--- src/rtl/vga_pattern_gen.sv ---
// ---------------------------------------------------------------------------
// vga_pattern_gen
//
// Pixel source that sits directly after the VGA timing generator. It turns
// the generator's registered sync/position/de stream into 4:4:4 RGB test
// patterns and delays the sync/de signals by the same two cycles, so every
// output reaches the pin stage on the same clock.
//
// Patterns (selected once per frame from mode):
//   0 colour bars, 1 checkerboard, 2 gradient, 3 animated bouncing box.
//
// Ports:
//   clk        in   pixel clock, rising edge
//   rst        in   synchronous active-high reset
//   hsync_in   in   hsync from timing generator (output polarity)
//   vsync_in   in   vsync from timing generator (output polarity)
//   x_in[10:0] in   pixel column
//   y_in[10:0] in   line number
//   de_in      in   active-video flag
//   mode[1:0]  in   pattern select, sampled at frame start
//   freeze     in   hold frame counter and box animation
//   hsync_out  out  hsync_in delayed 2 cycles
//   vsync_out  out  vsync_in delayed 2 cycles
//   de_out     out  de_in delayed 2 cycles
//   r,g,b[3:0] out  pixel colour, aligned with de_out, zero when blanked
//   frame_cnt  out  frames since reset, wraps at 255
// ---------------------------------------------------------------------------
module vga_pattern_gen #(
  parameter int ACTIVE_WIDTH  = 640,
  parameter int ACTIVE_HEIGHT = 480,
  parameter int BOX_SIZE      = 32,
  parameter int STEP          = 2,
  parameter int CHECK_SHIFT   = 5
) (
  input  logic        clk,
  input  logic        rst,
  input  logic        hsync_in,
  input  logic        vsync_in,
  input  logic [10:0] x_in,
  input  logic [10:0] y_in,
  input  logic        de_in,
  input  logic [1:0]  mode,
  input  logic        freeze,
  output logic        hsync_out,
  output logic        vsync_out,
  output logic        de_out,
  output logic [3:0]  r,
  output logic [3:0]  g,
  output logic [3:0]  b,
  output logic [7:0]  frame_cnt
);

  // Position arithmetic is 11 bits; comparisons run at 12 bits so that
  // pos + BOX_SIZE + STEP can never wrap.
  localparam logic [11:0] W12    = 12'(ACTIVE_WIDTH);
  localparam logic [11:0] H12    = 12'(ACTIVE_HEIGHT);
  localparam logic [11:0] BOX12  = 12'(BOX_SIZE);
  localparam logic [11:0] STEP12 = 12'(STEP);
  localparam logic [10:0] STEP11 = 11'(STEP);
  localparam int          BAR_W  = ACTIVE_WIDTH / 8;

  localparam logic [11:0] C_BOX_IN  = 12'hF80;
  localparam logic [11:0] C_BOX_OUT = 12'h002;

  // -------------------------------------------------------------------------
  // Helper functions
  // -------------------------------------------------------------------------

  // One axis of the bouncing box. Returns {dir_fwd_next, pos_next}.
  // A bounce only flips direction; the position holds for that frame.
  function automatic logic [11:0] f_axis_next(input logic [10:0] pos,
                                              input logic        dir_fwd,
                                              input logic [11:0] limit);
    logic [11:0] w_pos12;
    w_pos12 = {1'b0, pos};
    if (dir_fwd) begin
      if (w_pos12 + BOX12 + STEP12 > limit) return {1'b0, pos};
      else                                  return {1'b1, pos + STEP11};
    end else begin
      if (w_pos12 < STEP12) return {1'b1, pos};
      else                  return {1'b0, pos - STEP11};
    end
  endfunction

  // Bar index from a ladder of threshold compares; avoids a divider.
  function automatic logic [2:0] f_bar_idx(input logic [10:0] x);
    logic [2:0] idx;
    idx = 3'd0;
    for (int k = 1; k < 8; k++) begin
      if ({1'b0, x} >= 12'(k * BAR_W)) idx = 3'(k);
    end
    return idx;
  endfunction

  function automatic logic [11:0] f_bar_colour(input logic [2:0] idx);
    case (idx)
      3'd0:    return 12'hFFF;
      3'd1:    return 12'hFF0;
      3'd2:    return 12'h0FF;
      3'd3:    return 12'h0F0;
      3'd4:    return 12'hF0F;
      3'd5:    return 12'hF00;
      3'd6:    return 12'h00F;
      default: return 12'h000;
    endcase
  endfunction

  function automatic logic f_in_span(input logic [10:0] p, input logic [10:0] lo);
    return ({1'b0, p} >= {1'b0, lo}) && ({1'b0, p} < ({1'b0, lo} + BOX12));
  endfunction

  // -------------------------------------------------------------------------
  // Frame-level state: frame start detect, mode latch, counter, box
  // -------------------------------------------------------------------------
  logic        r_origin_q;
  logic [1:0]  r_mode_q;
  logic [10:0] r_bx;
  logic [10:0] r_by;
  logic        r_dir_x;   // 1 = right
  logic        r_dir_y;   // 1 = down
  logic [7:0]  r_frame_cnt;

  logic        w_at_origin;
  logic        w_frame_start;
  logic [11:0] w_nx;
  logic [11:0] w_ny;

  // Qualifying with the previous cycle stops a stalled upstream (sitting at
  // 0,0) from generating a frame start every clock.
  assign w_at_origin   = (x_in == 11'd0) && (y_in == 11'd0);
  assign w_frame_start = w_at_origin && !r_origin_q;

  assign w_nx = f_axis_next(r_bx, r_dir_x, W12);
  assign w_ny = f_axis_next(r_by, r_dir_y, H12);

  always_ff @(posedge clk) begin
    if (rst) begin
      r_origin_q  <= 1'b0;
      r_mode_q    <= 2'd0;
      r_bx        <= 11'd0;
      r_by        <= 11'd0;
      r_dir_x     <= 1'b1;
      r_dir_y     <= 1'b1;
      r_frame_cnt <= 8'd0;
    end else begin
      r_origin_q <= w_at_origin;
      if (w_frame_start) begin
        r_mode_q <= mode;
        if (!freeze) begin
          r_frame_cnt <= r_frame_cnt + 8'd1;
          r_bx        <= w_nx[10:0];
          r_dir_x     <= w_nx[11];
          r_by        <= w_ny[10:0];
          r_dir_y     <= w_ny[11];
        end
      end
    end
  end

  assign frame_cnt = r_frame_cnt;

  // -------------------------------------------------------------------------
  // Stage 1: register timing inputs
  // -------------------------------------------------------------------------
  // The frame-level state updates on the same edge that loads the origin
  // pixel here, so the decode below always sees the new frame's mode, box
  // and counter from its very first pixel.
  logic        r_hsync_p1;
  logic        r_vsync_p1;
  logic        r_de_p1;
  logic [10:0] r_x_p1;
  logic [10:0] r_y_p1;

  always_ff @(posedge clk) begin
    if (rst) begin
      r_hsync_p1 <= 1'b0;
      r_vsync_p1 <= 1'b0;
      r_de_p1    <= 1'b0;
      r_x_p1     <= 11'd0;
      r_y_p1     <= 11'd0;
    end else begin
      r_hsync_p1 <= hsync_in;
      r_vsync_p1 <= vsync_in;
      r_de_p1    <= de_in;
      r_x_p1     <= x_in;
      r_y_p1     <= y_in;
    end
  end

  // Pattern decode on the stage-1 pixel
  logic [11:0] w_rgb_p1;

  always_comb begin
    w_rgb_p1 = 12'h000;
    case (r_mode_q)
      2'd0: w_rgb_p1 = f_bar_colour(f_bar_idx(r_x_p1));
      2'd1: w_rgb_p1 = (r_x_p1[CHECK_SHIFT] ^ r_y_p1[CHECK_SHIFT]) ? 12'hFFF : 12'h000;
      2'd2: w_rgb_p1 = {r_x_p1[9:6], r_y_p1[8:5], r_frame_cnt[7:4]};
      default: begin
        if (f_in_span(r_x_p1, r_bx) && f_in_span(r_y_p1, r_by)) w_rgb_p1 = C_BOX_IN;
        else                                                    w_rgb_p1 = C_BOX_OUT;
      end
    endcase
  end

  // -------------------------------------------------------------------------
  // Stage 2: output registers, colour forced to black outside active video
  // -------------------------------------------------------------------------
  logic        r_hsync_p2;
  logic        r_vsync_p2;
  logic        r_de_p2;
  logic [11:0] r_rgb_p2;

  always_ff @(posedge clk) begin
    if (rst) begin
      r_hsync_p2 <= 1'b0;
      r_vsync_p2 <= 1'b0;
      r_de_p2    <= 1'b0;
      r_rgb_p2   <= 12'h000;
    end else begin
      r_hsync_p2 <= r_hsync_p1;
      r_vsync_p2 <= r_vsync_p1;
      r_de_p2    <= r_de_p1;
      r_rgb_p2   <= r_de_p1 ? w_rgb_p1 : 12'h000;
    end
  end

  assign hsync_out = r_hsync_p2;
  assign vsync_out = r_vsync_p2;
  assign de_out    = r_de_p2;
  assign r         = r_rgb_p2[11:8];
  assign g         = r_rgb_p2[7:4];
  assign b         = r_rgb_p2[3:0];

endmodule

--- config.mk ---
export PLATFORM = sky130hd
export DESIGN_NAME = vga_pattern_gen
export DESIGN_NICKNAME = d
export VERILOG_FILES = /design/src/rtl/vga_pattern_gen.sv
export SDC_FILE = /design/constraint.sdc
export NUM_CORES = 1
export LEC_CHECK = 0
export BUFFER_PORTS_ARGS = -buffer_cell sky130_fd_sc_hd__buf_4
export CORE_MARGIN = 3
export CORE_UTILIZATION = 55
export CTS_BUF_LIST = sky130_fd_sc_hd__clkbuf_8
export CTS_CLUSTER_SIZE = 12
export DETAILED_ROUTE_END_ITERATION = 6
export GPL_TIMING_DRIVEN = 0
export PLACE_DENSITY = 0.85
export SYNTH_ARGS = -nofsm -noshare
export SYNTH_HDL_FRONTEND = slang
export SYNTH_SLANG_ARGS = --single-unit
--- constraint.sdc ---
create_clock -name clk -period 9.4 [get_ports clk]
set_clock_uncertainty 0.1 [all_clocks]
set_input_delay 0.94 -clock clk [delete_from_list [all_inputs] [get_ports clk]]
set_output_delay 0.94 -clock clk [all_outputs]
set_load 0.01 [all_outputs]
==> results of run 1 <==
where the power goes:
| group | total [mW] | internal (mW) | switching (mW) | leakage (nW) |
|---|---|---|---|---|
| sequential | 0.323 | 0.317 | 0.00637 | 0.596 |
| combinational | 0.0593 | 0.0296 | 0.0297 | 1.39 |
| clock | 0.227 | 0.103 | 0.124 | 0.0905 |
cell families after synthesis:
family	Yosys count
multiplexers	9
buffers and inverters	56
flip-flops	73
XOR/XNOR	22
AO/OA/AOI/OAI	146
adder cells (fa/ha/maj)	45
AND/OR/NAND/NOR	209
final cells by class:
class | instances | area share (%)
clock inverters | 6 | 0.777
repair buffers | 52 | 7.34
well taps | 102 | 2.40
plain buffers | 26 | 2.19
inverters | 30 | 2.17
multi-input cells | 431 | 55.0
clock buffers | 10 | 2.59
flip-flops and latches | 73 | 27.5
registers in the layout, indices dropped and copies added (netlist names):
| name | count |
|---|---|
| r_dir_y | 1 |
| r_y_p1 | 11 |
| r_de_p1 | 1 |
| r_bx | 10 |
| r_vsync_p1 | 1 |
| r_x_p1 | 11 |
| r_origin_q | 1 |
| r_mode_q | 2 |
| r_by | 10 |
| frame_cnt | 8 |
| r_rgb_p2 | 12 |
| hsync_out | 1 |
| vsync_out | 1 |
| r_dir_x | 1 |
| de_out | 1 |
| r_hsync_p1 | 1 |
synth_stat cells, drive strengths merged, types with 3 or more instances:
cell type	number	area, um2
or3	9	56.3
or2	3	18.8
nor4	10	77.6
nor2	44	165
clkbuf	16	60.1
mux2	4	45.0
o21ai	35	179
nand2	38	143
xor2	5	43.8
nand2b	6	37.5
ha	43	538
a21oi	40	200
xnor2	17	149
o32ai	3	26.3
a21boi	8	60.1
a21o	5	37.5
o21a	6	45.0
a31oi	7	43.8
mux2i	5	50.1
a211oi	6	62.6
o2111ai	5	43.8
buf	10	56.3
nor3	18	90.1
nor2b	35	219
nand3	17	85.1
and2	3	18.8
a311oi	4	41.3
o31ai	4	30.0
nand4	13	81.3
dfxtp	73	1460
or4	3	26.3
inv	30	115
a22oi	5	42.5
worst reg2reg max path: stages (launching register included):
cell and delay [ns]:
dfxtp_1 0.37, buf_2 0.22, inv_1 0.15, ha_1 0.25, and4_1 0.24, maj3_1 0.36, o211a_1 0.13, a311oi_1 0.65
a211oi_4 0.22, o21ai_2 0.37, a21oi_1 0.13, mux2_1 0.32
stage by stage:
step           power (mW)  utilization [%]  hold slack (ns)  cells  worst slack, ns
6_report            0.610             67.1            0.355    730             5.79
5_1_grt             0.640             67.1            0.364    730             5.67
4_1_cts             0.613             67.1            0.359    730             5.88
3_5_place_dp        0.388             64.8            0.338    714             5.77
3_3_place_gp        0.385             64.8            0.321    714             5.78
2_1_floorplan       0.363                -            0.314    560             6.35
per-layer routing:
layer	vias to the layer above	routed length (um)	share of wire (%)
met5	-	0	0
met4	0	387	3.1
met3	30	665	5.3
met2	158	6220	50
met1	2113	5260	42
li1	2154	-	-
worst min path at each step:
stage	startpoint	end
after global routing	r_hsync_p1$_SDFF_PP0_	hsync_out$_SDFF_PP0_
after detailed placement	r_vsync_p1$_SDFF_PP0_	vsync_out$_SDFF_PP0_
after floorplan	r_hsync_p1$_SDFF_PP0_	hsync_out$_SDFF_PP0_
after CTS	r_hsync_p1$_SDFF_PP0_	hsync_out$_SDFF_PP0_
after global placement	r_vsync_p1$_SDFF_PP0_	vsync_out$_SDFF_PP0_
final	r_hsync_p1$_SDFF_PP0_	hsync_out$_SDFF_PP0_
==> metrics.md, run 1 <==
| Metric | Value |
|---|---|
| Status | completed |
| Met1 GRT Util | roughly a third |
| Synthesized flop and latch total | between 70 and 80 |
| XOR/XNOR Fraction of Synth Area | under 10% |
| Worst Tran Pin Value | ~0.77 ns |
| Critical path type | reg2reg |
| Residual DRC | 0 |
| Most frequent cells in the layout | dfxtp_1 (73), buf_4 (52), nor2_1 (44) |
| R2r worst-path depth | 11 |
| Seq/Total Area, Yosys | 31.6% |
| Post-CTS Repair Setup Buffers | 0 |
| Power Dens Cells | between 100 and 150 mW/mm2 |
| Core Area | slightly below 0.008 mm2 |
| EDFF count, synth | 0 |
| Worst Setup SP | r_bx[5]$_SDFFE_PP0P_ |
| Syn Inst Count | 560 |
| CP Buf/Inv Count | 2 |
| R2R setup slack | a little under 6 ns |
| Fmax | approximately 280 MHz |
| Adder-cell share of the synthesized area | about 12% |
| Vias/cell | between 6 and 7 |
| Crit-path max FO | 9 |
| CTS tree | built |
| Starting DRT DRC Count | approximately 270 |
| First-pass GRT wire length | ~20000 um |
| Initial Util | about three fifths |
| M2 GR Usage | between 40% and 50% |
| Number of fill cells | 644 |
| Critical path arrival | between 3 and 4 ns |
| DR WL/cell | 17.2 um |
| Ports | between 50 and 60 |
| Setup TNS | 0 ns |
| Share of cells above drive strength 1 | between 10% and 20% |
| Die width | between 90 and 100 um |
| Initial antenna violation count | 0 |
| Die area | around 0.0095 mm2 |
| Die height | between 90 and 100 um |
| GP Congestion | 0.956 |
| Crit. End Element | register |
| Area of the multi-input gates | about 0.0029 mm2 |
| CTS clk-pin slew, worst paths | roughly 0.08 ns |
| Port Buffers | 52 |
| Placed inst area | 0.00514 mm2 |
| CTS Buf Count | 9 |
| CTS Sinks | 73 |
| Yosys warnings | 0 |
| Peak per-stage delay on the critical path | about 0.65 ns |
| Worst hold path depth | 1 |
| Endpoints failing setup | 0 |
| CP cell instances | buf_2 -> inv_1 -> ha_1 -> and4_1 -> maj3_1 -> o211a_1 -> a311oi_1 -> a211oi_4 -> o21ai_2 -> a21oi_1 -> mux2_1 |
| Tcrit/Tclk final | between 30% and 40% |
| CTS Hold Buffers Added | 0 |
| Mux contribution to synthesized area | 2.06% |
| Post-route ant nets | 0 |
| Commonest non-fill, non-tap cell in the layout | dfxtp_1 |
| Fraction of the mapped netlist area in compound gates | a little over a fifth |
| Worst path top cell family by delay | compound AO/OA/AOI/OAI gates |
| Required @ worst endpoint | about 9.5 ns |
| Total track usage | roughly a quarter |
| # rows | 32 |
| Slew margin rel. | a little under 50% |
| Post-route cell area | ~0.0053 mm2 |
| HPWL Detailed | approximately 9600 um |
| Worst-Skew Late Latency | ~0.35 ns |
| Final worst path period need | ~3.6 ns |
| Seq. cell area | between 0.001 and 0.0015 mm2 |
| Worst setup endpoint | r_bx[5]$_SDFFE_PP0P_ |
| Hold WC Path Type | reg2reg |
| RR Startpoint | r_bx[5]$_SDFFE_PP0P_ |
| Top FF cell, synth | dfxtp_1 |
| Post-Syn Area | about 0.0046 mm2 |
| Met3 Use GR | 3.95% |
| CP startpoint kind | register |
| Syn nets | 633 |
| Max Buffers Root-to-Sink | 2 |
| Max VDD drop | roughly 0.11 mV |
| Final Hold Viols | 0 |
| Leakage | around 2.1 nW |
| Final net count | slightly below 700 |
| # diodes | 0 |
| GR peak layer | met2 |
| H-tree Lvls | 3 |
| Syn avg cell area | 8.25 um2 |
| Vias in the first global route | 4216 |
| FFs w/ async S/R, synth | 0% |
| Pins Over Slew Limit | 0 |
| CTS root buf | clkbuf_8 |
| Yosys cell types | a little over 70 |
| CP max-delay cell | a311oi_1 |
| Max-cap violation count | 0 |
| Vias | roughly 4500 |
| Reg2reg end | r_bx[5]$_SDFFE_PP0P_ |
| Pre-antenna DRT Iters | 5 |
| RSZ-0062 raised after global routing | no |
| Synth Area in Simple Gates | between 20% and 30% |
| Drt total wl | approximately 13000 um |
| Total grt overflow | 0 |
| Main combinational cell family by area after synthesis | simple AND/OR/NAND/NOR gates |
| Crit path depth | 11 |
| Largest net degree at the start of global routing | 14 |
| Resize count post-CTS | 0 |
| Synthesis-to-layout area growth | 15.1% |
(Power assumes the default switching activity.)
==> run 2, diff against run 1 <==
==> constraint.sdc (replaced) <==
create_clock -name clk -period 3.5 [get_ports clk]
set_clock_uncertainty 0.1 [all_clocks]
set_input_delay 0.35 -clock clk [delete_from_list [all_inputs] [get_ports clk]]
set_output_delay 0.35 -clock clk [all_outputs]
set_load 0.01 [all_outputs]
==> metrics.md, run 2 (same netlist as run 1, synthesis figures left out) <==
| Metric | Value |
|---|---|
| Status | completed |
| Worst Setup SP | r_bx[5]$_SDFFE_PP0P_ |
| Commonest non-fill, non-tap cell in the layout | dfxtp_1 |
| CTS Buf Count | 9 |
| First-pass GRT wire length | 20500 um |
| Final Util | a little under 70% |
| CTS tree | built |
| Critical path arrival | ~3.5 ns |
| Core Area | 0.00793 mm2 |
| Residual DRC | 0 |
| CTS Sinks | 73 |
| Top Registers | r_rgb_p2 (12), r_x_p1 (11), r_y_p1 (11) |
| Hold WC Path Type | in2reg |
| Vias in the first global route | between 4000 and 5000 |
| Endpoints failing setup | 0 |
| CTS clk-pin slew, worst paths | ~0.08 ns |
| Total track usage | 26.2% |
| Synthesis-to-layout area growth | 16.1% |
| Total grt overflow | 0 |
| Post-route cell area | roughly 0.0054 mm2 |
| Die area | 0.00953 mm2 |
| Required @ worst endpoint | 3.63 ns |
| Die width | roughly 98 um |
| Vias | 4451 |
| Placement Setup Slack | -0.000437 ns |
| Initial antenna violation count | 0 |
| Share of cells above drive strength 1 | between 15 and 20% |
| Most frequent cells in the layout | dfxtp_1 (73), buf_4 (55), nor2_1 (44) |
| Fmax | 300 MHz |
| Power Dens Cells | about 310 mW/mm2 |
| Pins Over Slew Limit | 0 |
| # rows | 32 |
| Drt total wl | about 13000 um |
| Post-route ant nets | 0 |
| CTS root buf | clkbuf_8 |
| CTS Hold Buffers Added | 0 |
| Crit-path max FO | 9 |
| Worst-Skew Late Latency | ~0.35 ns |
| Final worst path period need | between 3 and 4 ns |
| Final Hold Viols | 0 |
| HPWL Detailed | ~9600 um |
| Initial Util | 58.3% |
| Largest net degree at the start of global routing | 14 |
| # diodes | 0 |
| Starting DRT DRC Count | around 260 |
| Hold path start | vsync_in |
| Max-cap violation count | 0 |
| Vias/cell | ~6 |
| Die height | 97.6 um |
| RSZ-0062 raised after global routing | no |
| Largest register by flop count | r_rgb_p2 |
| RR Startpoint | r_bx[5]$_SDFFE_PP0P_ |
| Final net count | roughly 700 |
| Leakage | 2.10 nW |
| Port Buffers | 52 |
| Slew margin rel. | 55.8% |
| DR WL/cell | between 15 and 20 um |
| Pre-antenna DRT Iters | 6 |
| Setup slack after layout | ~0.16 ns |
| Max VDD drop | approximately 0.29 mV |
| Placed inst area | 0.00514 mm2 |
| GP Congestion | 0.956 |
| Tcrit/Tclk final | a little over nine tenths |
| Worst Tran Pin Value | between 0.6 and 0.7 ns |
| Max reg flops | 12 |
| Crit. End Element | register |
| H-tree Lvls | 3 |
| Max Buffers Root-to-Sink | 2 |
| CP startpoint kind | register |
| Ports | 53 |
| Critical path type | reg2reg |
run 2: cell count changes in the layout (fill, tap and decap cells not counted), sizes merged:
cell,previous run,this run
buf,62,64
clkbuf,26,27
run 2: final timing paths:
check	slack, ns	endpoint	depth (start not counted)
worst max-delay path	0.16	r_bx[5]$_SDFFE_PP0P_	11
worst min-delay path	0.12	r_vsync_p1$_SDFF_PP0_	2
worst max register to register	0.16	r_bx[5]$_SDFFE_PP0P_	11
worst min register to register	0.35	hsync_out$_SDFF_PP0_	1
run 2: area by class of cell:
cell class	count	area (um2)
clock inverter	6	41.3
inverter	30	115
fill	640	2560
buffer	26	119
clock buffer	10	138
sequential	73	1460
timing repair buffer	55	413
tap	102	128
multi-input combinational	431	2950
run 2: layer usage:
layer  up-vias  wire (um)  global-route usage [%]
met4         0        414                    9.80
met3        34        577                    4.02
met2       140       6200                    45.5
li1       2163          -                       -
met1      2114       5370                    32.6
met5         -          0                       0
run 2: what timing repair did:
item | 4_1_cts | 5_1_grt
setup buffers | 0 | 3
hold endpoints to repair | 0 | 0
resized for setup | 1 | 5
setup endpoints to repair | 2 | 10
pin swaps | 0 | 2
run 2: power breakdown:
part / internal (mW) / switching [mW] / leakage, nW / total [mW]
Clock: 0.278 / 0.336 / 0.0905 / 0.614
Combinational: 0.0796 / 0.0794 / 1.41 / 0.159
Sequential: 0.851 / 0.0170 / 0.596 / 0.868
run 2: metrics by stage:
stage / total power, mW / hold WS [ns] / TNS [ns] / instances
after floorplan: 0.974 / 0.314 / 0 / 560
after global placement: 1.04 / 0.321 / 0 / 714
after detailed placement: 1.04 / 0.338 / -0.000437 / 714
after CTS: 1.65 / 0.110 / 0 / 730
after global routing: 1.72 / 0.113 / 0 / 733
final: 1.64 / 0.119 / 0 / 733
run 2: worst max-delay path: stages, from the launching register on:
cell      delay (ns)
dfxtp_1         0.37
buf_2           0.22
inv_1           0.14
ha_1            0.25
and4_1          0.24
maj3_1          0.36
o211a_1         0.14
a311oi_2        0.44
a211oi_4        0.17
o21ai_2         0.33
a21oi_1         0.13
mux2_1          0.32
==> run 3, diff against run 2 <==
==> constraint.sdc (replaced) <==
create_clock -name clk -period 3.5 [get_ports clk]
set_clock_uncertainty 0.1 [all_clocks]
set_input_delay 0 -clock clk [delete_from_list [all_inputs] [get_ports clk]]
set_output_delay 0 -clock clk [all_outputs]
set_load 0.01 [all_outputs]
==> metrics.md, run 3 (same netlist as run 1, synthesis figures left out) <==
| Metric | Value |
|---|---|
| Status | completed |
| Commonest non-fill, non-tap cell in the layout | dfxtp_1 |
| Worst Setup SP | r_bx[5]$_SDFFE_PP0P_ |
| R2R setup slack | between 0.15 and 0.2 ns |
| Max VDD drop | around 0.29 mV |
| CTS clk-pin slew, worst paths | around 0.09 ns |
| Worst-Skew Late Latency | 0.35 ns |
| Initial antenna violation count | 1 |
| Leakage | between 2 and 2.5 nW |
| Synthesis-to-layout area growth | 22.7% |
| Fmax | around 300 MHz |
| Core Area | between 0.007 and 0.008 mm2 |
| Total grt overflow | 0 |
| Crit. End Element | register |
| Total track usage | 28.9% |
| Share of cells above drive strength 1 | between 10% and 20% |
| Residual DRC | 0 |
| RSZ-0062 raised after global routing | no |
| Port Buffers | 52 |
| Largest net degree at the start of global routing | 14 |
| Power Dens Cells | 297 mW/mm2 |
| Top Registers | r_rgb_p2 (12), r_x_p1 (11), r_y_p1 (11) |
| RR Startpoint | r_bx[5]$_SDFFE_PP0P_ |
| Required @ worst endpoint | about 3.6 ns |
| Endpoints failing setup | 0 |
| Worst Tran Pin Value | between 0.7 and 0.8 ns |
| Largest register by flop count | r_rgb_p2 |
| Peak per-stage delay on the critical path | around 0.44 ns |
| Hold WC Path Type | in2reg |
| Setup TNS | 0 ns |
| Drt total wl | 13800 um |
| GP Congestion | 0.956 |
| Max Buffers Root-to-Sink | 2 |
| CTS Sinks | 73 |
| Pre-antenna DRT Iters | 5 |
| DR WL/cell | 18.1 um |
| Die height | 97.6 um |
| Final net count | roughly 730 |
| Die width | about 100 um |
| First-pass GRT wire length | between 20000 and 25000 um |
| H-tree Lvls | 3 |
| Post-route ant nets | 0 |
| Critical path arrival | around 3.5 ns |
| Vias | roughly 4700 |
| Final worst path period need | 3.34 ns |
| Max-cap violation count | 0 |
| Starting DRT DRC Count | about 280 |
| CP startpoint kind | register |
| Vias/cell | about 6 |
| Initial Util | 58.3% |
| CTS tree | built |
| Max reg flops | 12 |
| Reg2reg end | r_bx[5]$_SDFFE_PP0P_ |
| Crit-path max FO | 9 |
| Post-route cell area | about 0.0057 mm2 |
| # rows | 32 |
| Critical path type | reg2reg |
| Placed cell count | 714 |
| Pins Over Slew Limit | 0 |
| CTS root buf | clkbuf_8 |
| CP max-delay cell | a311oi_2 |
| HPWL Detailed | 9580 um |
| Most frequent cells in the layout | dfxtp_1 (73), buf_4 (55), nor2_1 (44) |
| R2r worst-path depth | 11 |
| Die area | 0.00953 mm2 |
| Slew margin rel. | between 50% and 60% |
| Number of fill cells | 592 |
| Vias in the first global route | ~4600 |
| CTS Buf Count | 9 |
| Post-Layout Cell Count | between 700 and 800 |
| CP cell instances | buf_2 -> inv_1 -> ha_1 -> and4_1 -> maj3_1 -> o211a_1 -> a311oi_2 -> a211oi_4 -> o21ai_2 -> a21oi_1 -> mux2_1 |
| Ports | between 50 and 60 |
| Final Util | a little under three quarters |
| Tcrit/Tclk final | between 90% and 100% |
| Worst setup endpoint | r_bx[5]$_SDFFE_PP0P_ |
| Final Hold Viols | 0 |
| Placed inst area | around 0.0051 mm2 |
## run 3: stage by stage
stage          setup WS, ns  hold slack [ns]  power (mW)
3_5_place_dp      -0.000437            0.130        1.04
6_report              0.163            0.310        1.69
2_1_floorplan         0.448          0.00569       0.974
3_3_place_gp         0.0440            0.116        1.04
5_1_grt             0.00304            0.324        1.76
4_1_cts              0.0872            0.307        1.67
## run 3: power by group
| part | internal [mW] | total, mW | switching, mW |
|---|---|---|---|
| combinational | 0.101 | 0.193 | 0.0916 |
| clock | 0.278 | 0.624 | 0.346 |
| sequential | 0.851 | 0.869 | 0.0180 |
| total | 1.23 | 1.69 | 0.455 |
## run 3: worst max-delay path: cells and delay by family (launching register included)
family / cells / cell delay, ns
AOI/OAI and AO/OA: 5 / 1.22
adders and majority gates: 2 / 0.61
DFF: 1 / 0.37
buffers and inverters: 2 / 0.37
muxes: 1 / 0.32
and+or+nand+nor: 1 / 0.24
## run 3: how the worst min path moves through the flow
stage / start / end / slack [ns] / depth (start not counted)
finish: hsync_in / r_hsync_p1$_SDFF_PP0_ / 0.31 / 3
global route: y_in[4] / r_y_p1[4]$_SDFF_PP0_ / 0.32 / 3
CTS: y_in[3] / r_y_p1[3]$_SDFF_PP0_ / 0.31 / 3
detailed placement: y_in[3] / r_y_p1[3]$_SDFF_PP0_ / 0.13 / 2
global placement: de_in / r_de_p1$_SDFF_PP0_ / 0.12 / 2
floorplan: rst / de_out$_SDFF_PP0_ / 0.006 / 1
## run 3: metal layers
| metal | routed length, um | share of wire, % | global-route usage [%] |
|---|---|---|---|
| met3 | 788 | 5.7 | 5.53 |
| met2 | 6840 | 50 | 49.4 |
| met1 | 5530 | 40 | 34.0 |
| met5 | 0 | 0 | 0 |
| met4 | 635 | 4.6 | 15.3 |
## run 3: cell type report
cell class                 count  area (um2)  area share (%)
antenna                        1        2.50          0.0441
buffer                        26         119            2.10
clock buffer                  10         138            2.43
clock inverter                 6        41.3           0.728
inverter                      30         115            2.03
multi-input combinational    431        2960            52.2
sequential                    73        1460            25.8
tap                          102         128            2.25
timing repair buffer          84         703            12.4
## run 3: repair_timing
item,in CTS,in global routing
hold endpoints to repair,32,0
hold buffers,29,0
gates resized for setup,1,8
endpoints found under the setup margin,2,9
pin swaps,0,3
buffers inserted,0,3
